### config.mk
export PLATFORM = sky130hd
export DESIGN_NAME = inner_fn_batch_ctrl
export DESIGN_NICKNAME = d
export VERILOG_FILES = /design/src/rtl/inner_fn_pkg.sv /design/src/rtl/inner_fn_timeout.sv /design/src/rtl/inner_fn_batch_ctrl.sv
export SDC_FILE = /design/constraint.sdc
export NUM_CORES = 1
export LEC_CHECK = 0
export CAP_MARGIN = 15
export CELL_PAD_IN_SITES_DETAIL_PLACEMENT = 1
export CELL_PAD_IN_SITES_GLOBAL_PLACEMENT = 1
export CORE_UTILIZATION = 30
export CTS_CLUSTER_SIZE = 12
export DETAILED_ROUTE_END_ITERATION = 8
export PLACE_DENSITY = 0.89
export SYNTH_ARGS = -nofsm -noshare
export SYNTH_HDL_FRONTEND = slang
export SYNTH_SLANG_ARGS = --single-unit
export TNS_END_PERCENT = 100
### constraint.sdc
create_clock -name clock -period 3.2 [get_ports clock]
set_clock_uncertainty 0.1 [all_clocks]
set_input_delay 0.64 -clock clock [delete_from_list [all_inputs] [get_ports clock]]
set_output_delay 0.64 -clock clock [all_outputs]
set_load 0.005 [all_outputs]
### src/rtl/inner_fn_pkg.sv
// Shared definitions for the inner-function accelerator: FSM encoding,
// default pipeline latency and float constants.
package inner_fn_pkg;

  localparam logic [1:0] ST_IDLE   = 2'd0;
  localparam logic [1:0] ST_ISSUE  = 2'd1;
  localparam logic [1:0] ST_DRAIN  = 2'd2;
  localparam logic [1:0] ST_FINISH = 2'd3;

  // Adder, multiplier and divider stages of the pipeline wrapper.
  localparam int INNER_FN_LATENCY = 3*2 + 5*2 + 9;

  localparam logic [31:0] FP_ZERO = 32'h0000_0000;
  localparam logic [31:0] FP_ONE  = 32'h3F80_0000;

endpackage

### src/rtl/inner_fn_timeout.sv
// Reloadable watchdog: counts enabled cycles while run is high and flags
// expired once the count passes LIMIT. Saturates so expired stays asserted.
module inner_fn_timeout #(
  parameter int LIMIT = 29
) (
  input  logic clock,
  input  logic aclr,
  input  logic clk_en,
  input  logic clear,
  input  logic reload,
  input  logic run,
  output logic expired
);

  localparam int W = $clog2(LIMIT + 2);

  logic [W-1:0] cnt;

  assign expired = cnt > W'(LIMIT);

  always_ff @(posedge clock or negedge aclr) begin
    if (!aclr) begin
      cnt <= '0;
    end else if (clk_en) begin
      if (clear || reload)       cnt <= '0;
      else if (run && !expired)  cnt <= cnt + W'(1);
    end
  end

endmodule

### src/rtl/inner_fn_batch_ctrl.sv
// Batch sequencer: streams count operands from the source RAM into the
// fixed-latency inner-function pipeline and writes results back in order.
module inner_fn_batch_ctrl
  import inner_fn_pkg::*;
#(
  parameter int ADDR_W        = 10,
  parameter int PIPE_LATENCY  = INNER_FN_LATENCY,
  parameter int TIMEOUT_SLACK = 4
) (
  input  logic              clock,
  input  logic              aclr,
  input  logic              clk_en,
  input  logic              cmd_start,
  input  logic [ADDR_W-1:0] cmd_src_base,
  input  logic [ADDR_W-1:0] cmd_dst_base,
  input  logic [ADDR_W:0]   cmd_count,
  output logic              busy,
  output logic              batch_done,
  output logic              err,
  output logic [ADDR_W-1:0] rd_addr,
  output logic              rd_en,
  input  logic [31:0]       rd_data,
  output logic              fn_start,
  output logic [31:0]       fn_dataa,
  output logic              fn_aclr,
  input  logic [31:0]       fn_result,
  input  logic              fn_done,
  output logic [ADDR_W-1:0] wr_addr,
  output logic              wr_en,
  output logic [31:0]       wr_data
);

  localparam int CW = ADDR_W + 1;

  logic [1:0]        state, state_nx;
  logic [ADDR_W-1:0] src_base, dst_base;
  logic [CW-1:0]     count, issue_idx, wr_idx, wr_idx_nx, outstanding;
  logic              rvld;
  logic              accept, wr_fire, spurious, expired, timeout;

  assign accept    = clk_en & cmd_start & (state == ST_IDLE);
  assign busy      = (state == ST_ISSUE) | (state == ST_DRAIN);
  assign batch_done = (state == ST_FINISH);
  assign fn_aclr   = ~aclr;

  assign rd_en     = clk_en & (state == ST_ISSUE);
  assign rd_addr   = src_base + issue_idx[ADDR_W-1:0];
  assign fn_start  = clk_en & rvld;
  assign fn_dataa  = fn_start ? rd_data : FP_ZERO;

  // A done with nothing in flight is never written; it only raises err.
  assign spurious  = clk_en & fn_done & (outstanding == '0);
  assign wr_fire   = clk_en & fn_done & (outstanding != '0);
  assign wr_en     = wr_fire;
  assign wr_addr   = wr_fire ? dst_base + wr_idx[ADDR_W-1:0] : '0;
  assign wr_data   = wr_fire ? fn_result : FP_ZERO;
  assign wr_idx_nx = wr_idx + CW'(wr_fire);

  assign timeout   = expired & busy;

  inner_fn_timeout #(
    .LIMIT(PIPE_LATENCY + TIMEOUT_SLACK)
  ) u_timeout (
    .clock  (clock),
    .aclr   (aclr),
    .clk_en (clk_en),
    .clear  (accept | timeout),
    .reload (fn_start | wr_fire),
    .run    (outstanding != '0),
    .expired(expired)
  );

  // A zero-length batch passes through DRAIN, whose wr_idx==count test is
  // already satisfied, so busy is visible for one cycle before completion.
  always_comb begin
    state_nx = state;
    case (state)
      ST_IDLE:   if (accept) state_nx = (cmd_count == '0) ? ST_DRAIN : ST_ISSUE;
      ST_ISSUE:  if (timeout) state_nx = ST_FINISH;
                 else if (issue_idx == count - CW'(1)) state_nx = ST_DRAIN;
      ST_DRAIN:  if (timeout || wr_idx_nx == count) state_nx = ST_FINISH;
      ST_FINISH: state_nx = ST_IDLE;
      default:   state_nx = ST_IDLE;
    endcase
  end

  always_ff @(posedge clock or negedge aclr) begin
    if (!aclr) begin
      state       <= ST_IDLE;
      src_base    <= '0;
      dst_base    <= '0;
      count       <= '0;
      issue_idx   <= '0;
      wr_idx      <= '0;
      outstanding <= '0;
      rvld        <= 1'b0;
      err         <= 1'b0;
    end else if (clk_en) begin
      state <= state_nx;
      rvld  <= (state == ST_ISSUE) & ~timeout;
      err   <= (err & ~accept) | spurious | timeout;
      if (accept) begin
        src_base  <= cmd_src_base;
        dst_base  <= cmd_dst_base;
        count     <= cmd_count;
        issue_idx <= '0;
        wr_idx    <= '0;
      end else begin
        if (state == ST_ISSUE) issue_idx <= issue_idx + CW'(1);
        wr_idx <= wr_idx_nx;
      end
      // An abandoned batch forgets its in-flight work, so a late done is spurious.
      if (timeout)                   outstanding <= '0;
      else if (fn_start && !wr_fire) outstanding <= outstanding + CW'(1);
      else if (!fn_start && wr_fire) outstanding <= outstanding - CW'(1);
    end
  end

endmodule

==> results of run 1 <==
-- area by class of cell --
cell class | count | area [um2]
Clock buffer | 13 | 240
Inverter | 25 | 93.8
Fill cell | 2154 | 9410
Multi-Input combinational cell | 550 | 3760
Tap cell | 229 | 287
Timing Repair Buffer | 277 | 2520
Clock inverter | 1 | 5.00
Sequential cell | 73 | 1830
-- cells in the mapped netlist (all sizes together), types with 3 or more instances --
| library cell | number | area, um2 |
|---|---|---|
| nand2 | 129 | 484 |
| and3 | 74 | 463 |
| dfrtp | 73 | 1830 |
| clkbuf | 39 | 146 |
| ha | 38 | 475 |
| xor2 | 37 | 324 |
| o21ai | 36 | 180 |
| nor2 | 34 | 128 |
| xnor2 | 29 | 254 |
| a21oi | 26 | 130 |
| inv | 25 | 93.8 |
| nand3 | 14 | 70.1 |
| nand4 | 11 | 68.8 |
| nor3 | 11 | 55.1 |
| o31ai | 10 | 75.1 |
| nor4 | 9 | 68.8 |
| a21o | 7 | 52.6 |
| a31oi | 7 | 43.8 |
| nand2b | 7 | 43.8 |
| nor2b | 6 | 37.5 |
| a22o | 5 | 43.8 |
| buf | 5 | 28.8 |
| o21a | 5 | 38.8 |
| o21bai | 5 | 37.5 |
| or3 | 4 | 25.0 |
| or4 | 4 | 30.0 |
| fa | 3 | 60.1 |
| mux2i | 3 | 30.0 |
| o22ai | 3 | 18.8 |
| o2bb2ai | 3 | 26.3 |
-- routing by layer --
layer / vias to the layer above / share of wire (%)
met4: 0 / 1.4
met3: 21 / 2.8
met2: 125 / 52
met1: 3076 / 43
met5: - / 0
li1: 2909 / -
-- cell families (layout without fill, tap and decap cells) --
family | Yosys count | in the layout
and+or+nand+nor | 312 | 312
AOI/OAI and AO/OA | 126 | 126
DFF | 73 | 73
buffers and inverters | 69 | 316
xor gates and xnor gates | 66 | 66
adders and majority gates | 41 | 41
muxes | 5 | 5
-- through the flow --
step                util [%]  setup WS (ps)  hold slack [ps]  total power [mW]  cells
floorplan                  -           -107              244              3.01    692
global placement        44.9           -380              370              4.09   1133
detailed placement      44.9           -536              374              4.25   1133
CTS                     47.0          -46.5             70.2              5.17   1161
global route            48.2           -173             92.4              5.79   1168
finish                  48.2          -58.0             71.7              5.42   1168
-- path summary, 6_finish.rpt --
kind	from	to	slack [ps]	cells past startpoint
max in group asynchronous	aclr	outstanding[2]	1860	2
max	outstanding[3]	state[0]	-60	13
min in group clock	dst_base[3]	dst_base[3]	390	2
min	aclr	src_base[7]	70	1
min reg2reg	dst_base[3]	dst_base[3]	390	2
max reg2reg	outstanding[3]	state[0]	-60	13
-- repair_timing --
action / in CTS / in global routing
resized for setup: 45 / 43
pin swaps: 28 / 22
setup buffers: 14 / 7
endpoints found under the setup margin: 49 / 16
-- cell usage in the layout (no fill, tap or decap), types with 5 or more instances in the layout --
cell,netlist,final
ha_1,38,33
a21oi_2,0,9
a21oi_1,26,17
a21o_1,7,7
o21ai_2,0,5
a22o_1,5,5
clkbuf_16,0,9
nand4_1,11,11
xnor2_1,29,29
xor2_1,37,37
nor3_1,11,8
nand2b_1,7,7
nand3_1,14,13
buf_4,0,86
clkdlybuf4s50_1,0,175
nand2_1,129,128
o21ai_0,35,29
dfrtp_1,73,70
nor2_1,34,33
buf_2,2,6
o31ai_1,10,8
and3_1,74,71
a31oi_1,7,5
inv_1,25,23
-- power by group --
part / internal, mW / switching, mW
registers: 1.18 / 0.314
logic: 1.53 / 1.50
clock network: 0.516 / 0.382
total: 3.23 / 2.19
-- worst max-delay path: stages, from the launching register on --
cell	delay, ps
dfrtp_2	440
nor4_4	300
buf_4	170
a31oi_4	100
nand2_2	90
inv_2	60
ha_4	170
ha_4	220
xor2_1	170
nor4_2	320
o2111ai_2	200
o31ai_2	260
o21a_2	220
mux2_4	310
-- state kept, by name, indices dropped and copies added, names as in the netlist --
signal         flops
state              2
rvld               1
count             11
src_base          10
err                1
dst_base          10
outstanding       11
u_timeout.cnt      5
issue_idx         11
wr_idx            11
==> parameters.txt, run 1 <==
Parameter                              Value

Outcome
  Result of the run ... complete, but fails checks
  Violated checks ... DRC, setup timing

Timing
  Ratio of final minimum period to clock period ... 102%
  Achievable Freq ... between 0.3 and 0.4 GHz
  Summed negative setup slack over all endpoints ... -70.0 ps
  Setup violation total in the final timing report ... 2
  Final count of hold timing violations ... 0
  Final setup margin ... -58.0 ps
  Final worst path period need ... 3260 ps
  RSZ-0062 raised after global routing ... yes
  Worst max-slew margin expressed relative to the limit ... between 40% and 50%
  Transition time of the tightest slew-check pin ... between 700 and 800 ps
  Final Max Slew Viols ... 0

Drt
  Final wirelength ... between 20 and 25 mm
  Detailed Routing Iterations Pass 1 ... 7
  Number of DRC markers in iteration 0 ... roughly 350
  Average vias per placed instance ... around 5.2
  Wire per inst ... ~19 um
  Number of nets with antenna violations after detailed routing ... 0
  Vias after detailed routing ... 6131
  Post-route DRC ... 4

Logic synthesis
  Simple-Gate Fraction of Synth Area ... 27.4%
  Primary FF master, synth ... dfrtp_1
  Post-synth design cell area ... 5610 um2
  Post-synthesis instance total ... slightly below 700
  Xor/xnor share of the synthesized area ... 10.3%
  Adder-cell share of the synthesized area ... about a tenth
  Fraction of the mapped netlist area in compound gates ... roughly 14%
  Sequential share of the synthesized area ... roughly 33%
  #FFs+latches synth ... between 70 and 80
  Share of synthesized area spent on multiplexers ... less than 1%
  Post-Synthesis Net Count ... ~830
  Distinct cell type count of the synthesized netlist ... 56
  Syn_area_per_cell ... 8.11 um2
  Largest family of logic cells by synthesized area ... simple AND/OR/NAND/NOR gates
  Fraction of synthesis flops using an asynchronous set or reset pin ... 100%
  Post-synth EDFFs ... 0
  Synth Warn # ... 0

Power
  Power Dens Cells ... between 600 and 700 nW/um2
  Maximum ir drop on the vdd rail ... 401 uV
  Leakage ... about 4.2 nW

Clocking
  Hold_buf cts ... 0
  Clock latency reported for the late side of the worst-skew pair ... 340 ps
  TritonCTS clock tree ... yes
  Clock edge transition at the registers on the reported setup and hold paths ... about 60 ps
  Buffer levels on the longest clock path ... 2
  CTS root buf ... clkbuf_16
  TritonCTS Sinks ... between 70 and 80
  CTS HTree Levels ... 3
  Num CTS Buffers ... 9

Global routing
  GR met2 Demand/Resource ... around two fifths
  Largest net degree at the start of global routing ... 92
  Number of antenna violations at the first check in global routing ... 0
  Wire length of the first global-routing pass ... 34.1 mm
  Combined global-route utilization of all metal layers ... a little over a fifth
  Busiest layer in global routing ... met2
  Vias in the first global route ... between 6000 and 7000
  Global Route met1 Usage ... between 20% and 30%
  Leftover overflow at the end of global routing ... 0
  Met3 track demand over resource in global routing ... under 10%

Die
  Area enclosed by the die boundary ... 19300 um2
  Chip Height ... 139 um
  Number of placement rows ... 49
  Die width ... approximately 140 um
  Placeable core region ... ~18000 um2
  Total I/O pin count ... around 190
  Initial core utilization ... a little under a third

Setup path
  Setup CP Type ... reg -> reg
  Kind of start point of the critical path ... flip-flop
  Maximum net fanout on the critical path ... 3
  CP Data Required Time ... about 3300 ps
  Worst EP arrival ... between 3000 and 4000 ps
  Kind of end point of the critical path ... flip-flop

Place
  Final weighted congestion in routability-driven placement ... a little under 0.9
  Number of buffer cells added on primary ports ... between 150 and 200
  Post-DP HPWL ... between 15 and 20 mm
  Post-place instance area ... just over 8000 um2

Final layout
  Share of final-layout standard cells stronger than drive strength 1 ... between 15 and 20%
  Final nets ... 1077
  N_diodes ... 0
  Synthesis-to-layout area growth ... 55.7%
  Design area ... about 8700 um2

Min path
  Worst hold path class ... in -> async

Run
  Number of maximum-capacitance violations ... 0
Power figures use the tool's default switching activity.
==> run 2, diff against run 1 <==
--- a/constraint.sdc
+++ b/constraint.sdc
@@ -4,2 +4,2 @@
 set_output_delay 0.64 -clock clock [all_outputs]
-set_load 0.005 [all_outputs]
+set_load 0.05 [all_outputs]
==> run 2 against run 1 <==
The flow still finishes with violations (DRC, setup timing). Power increased by 17%. Worst setup slack got worse by 5.3 ps. Core utilization increased by 3.5 points. Global-route usage increased by 1.1 points. Non-clock buffer count decreased by 8. Combinational power increased by 30%. Via count increased by 0.29%. Register-to-register slack improved by 80 ps. Sequential power about the same. Flip-flop and latch count unchanged. Count of clock-buffer cells in the layout decreased by 1. Die area unchanged. Highest routed layer is now met5.
==> parameters.txt, run 2 (synthesis results as in run 1) <==
Parameter                              Value

Outcome
  Result of the run ... complete, but fails checks
  Violated checks ... DRC, setup timing

Setup path
  Maximum net fanout on the critical path ... 3 (unchanged)
  Most Frequent Cell on Critical Path ... a21oi_2
  Kind of end point of the critical path ... primary output
  Combined buffer and inverter count along the critical path ... 1 (-1)
  Setup CP Type ... reg -> out
  Kind of cell adding the most delay to the critical path ... compound AO/OA/AOI/OAI gates
  Cell-by-cell listing of the critical path ... ha_1 -> a21o_1 -> a21oi_2 -> o21bai_1 -> a21oi_2 -> o21ai_2 -> or4_1 -> and3_4 -> buf_6
  Worst EP arrival ... 2520 ps (-860 ps)
  CP Data Required Time ... 2460 ps (-860 ps)
  Slowest Stage Delay on Critical Path ... 410 ps (-30 ps)
  Standard cell with the maximum stage delay on the critical path ... or4_1
  Kind of start point of the critical path ... flip-flop

Drt
  Post-route DRC ... 3 (-1)
  Average vias per placed instance ... 5.31 (+1.1%)
  Wire per inst ... 19.9 um (+7.1%)
  Number of nets with antenna violations after detailed routing ... 0 (unchanged)
  Number of DRC markers in iteration 0 ... 345 (-0.58%)
  Detailed Routing Iterations Pass 1 ... 6 (-1)
  Final wirelength ... 23.0 mm (+6.3%)
  Vias after detailed routing ... 6149 (+0.29%)

Timing
  RSZ-0062 raised after global routing ... yes
  Worst max-slew margin expressed relative to the limit ... 52.5% (+3.1 points)
  Final worst path period need ... 3260 ps (+5.33 ps)
  Final setup margin ... -63.3 ps (-5.33 ps)
  Ratio of final minimum period to clock period ... 102% (+0.17 points)
  Transition time of the tightest slew-check pin ... 713 ps (-46.6 ps)
  Summed negative setup slack over all endpoints ... -227 ps (-157 ps)
  Final count of hold timing violations ... 0 (unchanged)
  Setup violation total in the final timing report ... 5 (+3)
  Achievable Freq ... 0.306 GHz (-0.16%)
  Worst slack on hold paths ... 199 ps (+128 ps)
  Final Max Slew Viols ... 0 (unchanged)

Global routing
  Wire length of the first global-routing pass ... 35.2 mm (+3.2%)
  Vias in the first global route ... 6561 (unchanged)
  Number of antenna violations at the first check in global routing ... 1 (+1)
  Leftover overflow at the end of global routing ... 0 (unchanged)
  Combined global-route utilization of all metal layers ... 23.1% (+1.1 points)
  Largest net degree at the start of global routing ... 71 (-23%)

Place
  Total placed cells including tap cells ... 1128 (-0.44%)
  Place WS ... -550 ps (-14.4 ps)
  Post-DP HPWL ... 16.5 mm (+7.0%)
  Number of buffer cells added on primary ports ... 190 (unchanged)
  Final weighted congestion in routability-driven placement ... 0.858 (-2.0%)

Min path
  Worst hold path class ... in -> async

Power
  Total power consumption of the routed design ... 6.34 mW (+17%)
  Leakage ... 4.47 nW (+7.0%)
  Power Dens Cells ... 677 nW/um2 (+9.1%)
  Maximum ir drop on the vdd rail ... 444 uV (+11%)

Clocking
  TritonCTS Sinks ... 73 (unchanged)
  Clock latency reported for the late side of the worst-skew pair ... 350 ps (about the same)
  Num CTS Buffers ... 9 (unchanged)
  CTS root buf ... clkbuf_16
  TritonCTS clock tree ... yes
  Hold_buf cts ... 0 (unchanged)
  Buffer levels on the longest clock path ... 2 (unchanged)
  CTS HTree Levels ... 3 (unchanged)
  Clock edge transition at the registers on the reported setup and hold paths ... 60 ps (about the same)

Final layout
  Synthesis-to-layout area growth ... 66.9%
  Layout fillers ... 2032 (-5.7%)
  N_diodes ... 0 (unchanged)
  Final std cells w/o fill ... 1159 (-0.77%)
  Share of final-layout standard cells stronger than drive strength 1 ... 26.0% (+8.9 points)
  Commonest cells after routing, fill and taps aside ... 128 x nand2_1, 103 x buf_4, 102 x clkdlybuf4s50_1
  Final nets ... 1069 (-0.74%)
  Most common cell after layout, fill and taps aside ... nand2_1

Die
  Number of placement rows ... 49 (unchanged)
  Initial core utilization ... 30.9% (unchanged)
  Total I/O pin count ... 191 (unchanged)
  Chip Height ... 139 um (unchanged)
  Placeable core region ... 18100 um2 (unchanged)
  Area enclosed by the die boundary ... 19300 um2 (unchanged)
  Die width ... 139 um (unchanged)

Run
  Number of maximum-capacitance violations ... 0 (unchanged)
## run 2: metal layers
metal / global-route usage [%] / wire [um] / part of all wire (%) / vias to the layer above
li1: - / - / - / 2880
met1: 28.0 / 9620 / 42 / 3087
met2: 41.5 / 12100 / 53 / 136
met3: 3.97 / 762 / 3.3 / 44
met4: 7.13 / 473 / 2.1 / 2
met5: 0 / 12 / 0.052 / -
## run 2: area by class of cell
class	instances	area, um2	area share [%]
Multi-Input combinational cell	550	3860	41.2
Timing Repair Buffer	269	3040	32.5
Sequential cell	73	1830	19.5
Tap cell	229	287	3.06
Clock buffer	12	246	2.63
Inverter	25	97.6	1.04
Clock inverter	1	5.00	0.0534
## run 2: metrics by stage
stage	cell area (um2)	util [%]
2_1_floorplan	5730	-
3_3_place_gp	8730	48.1
3_5_place_dp	8730	48.1
4_1_cts	9150	50.4
5_1_grt	9370	51.6
6_report	9370	51.6
## run 2: final timing paths
kind | start | end | slack [ps] | cells after the start
worst max-delay path | issue_idx[1] | rd_addr[9] | -60 | 9
worst min-delay path | aclr | src_base[2] | 200 | 2
worst max register to register | outstanding[1] | state[0] | 20 | 12
worst min register to register | src_base[0] | src_base[0] | 380 | 2
max in group asynchronous | aclr | outstanding[1] | 1760 | 3
min in group clock | src_base[0] | src_base[0] | 380 | 2
## run 2: repair_timing
action / 4_1_cts / 5_1_grt
pin swaps: 19 / 24
gates resized for setup: 29 / 34
setup endpoints to repair: 11 / 12
buffers inserted: 11 / 7
endpoints found under the hold margin: 0 / 0
## run 2: report_power, final
part / internal (mW) / switching [mW]
Clock: 0.532 / 0.382
Combinational: 1.74 / 2.18
Sequential: 1.18 / 0.329
Total: 3.45 / 2.89
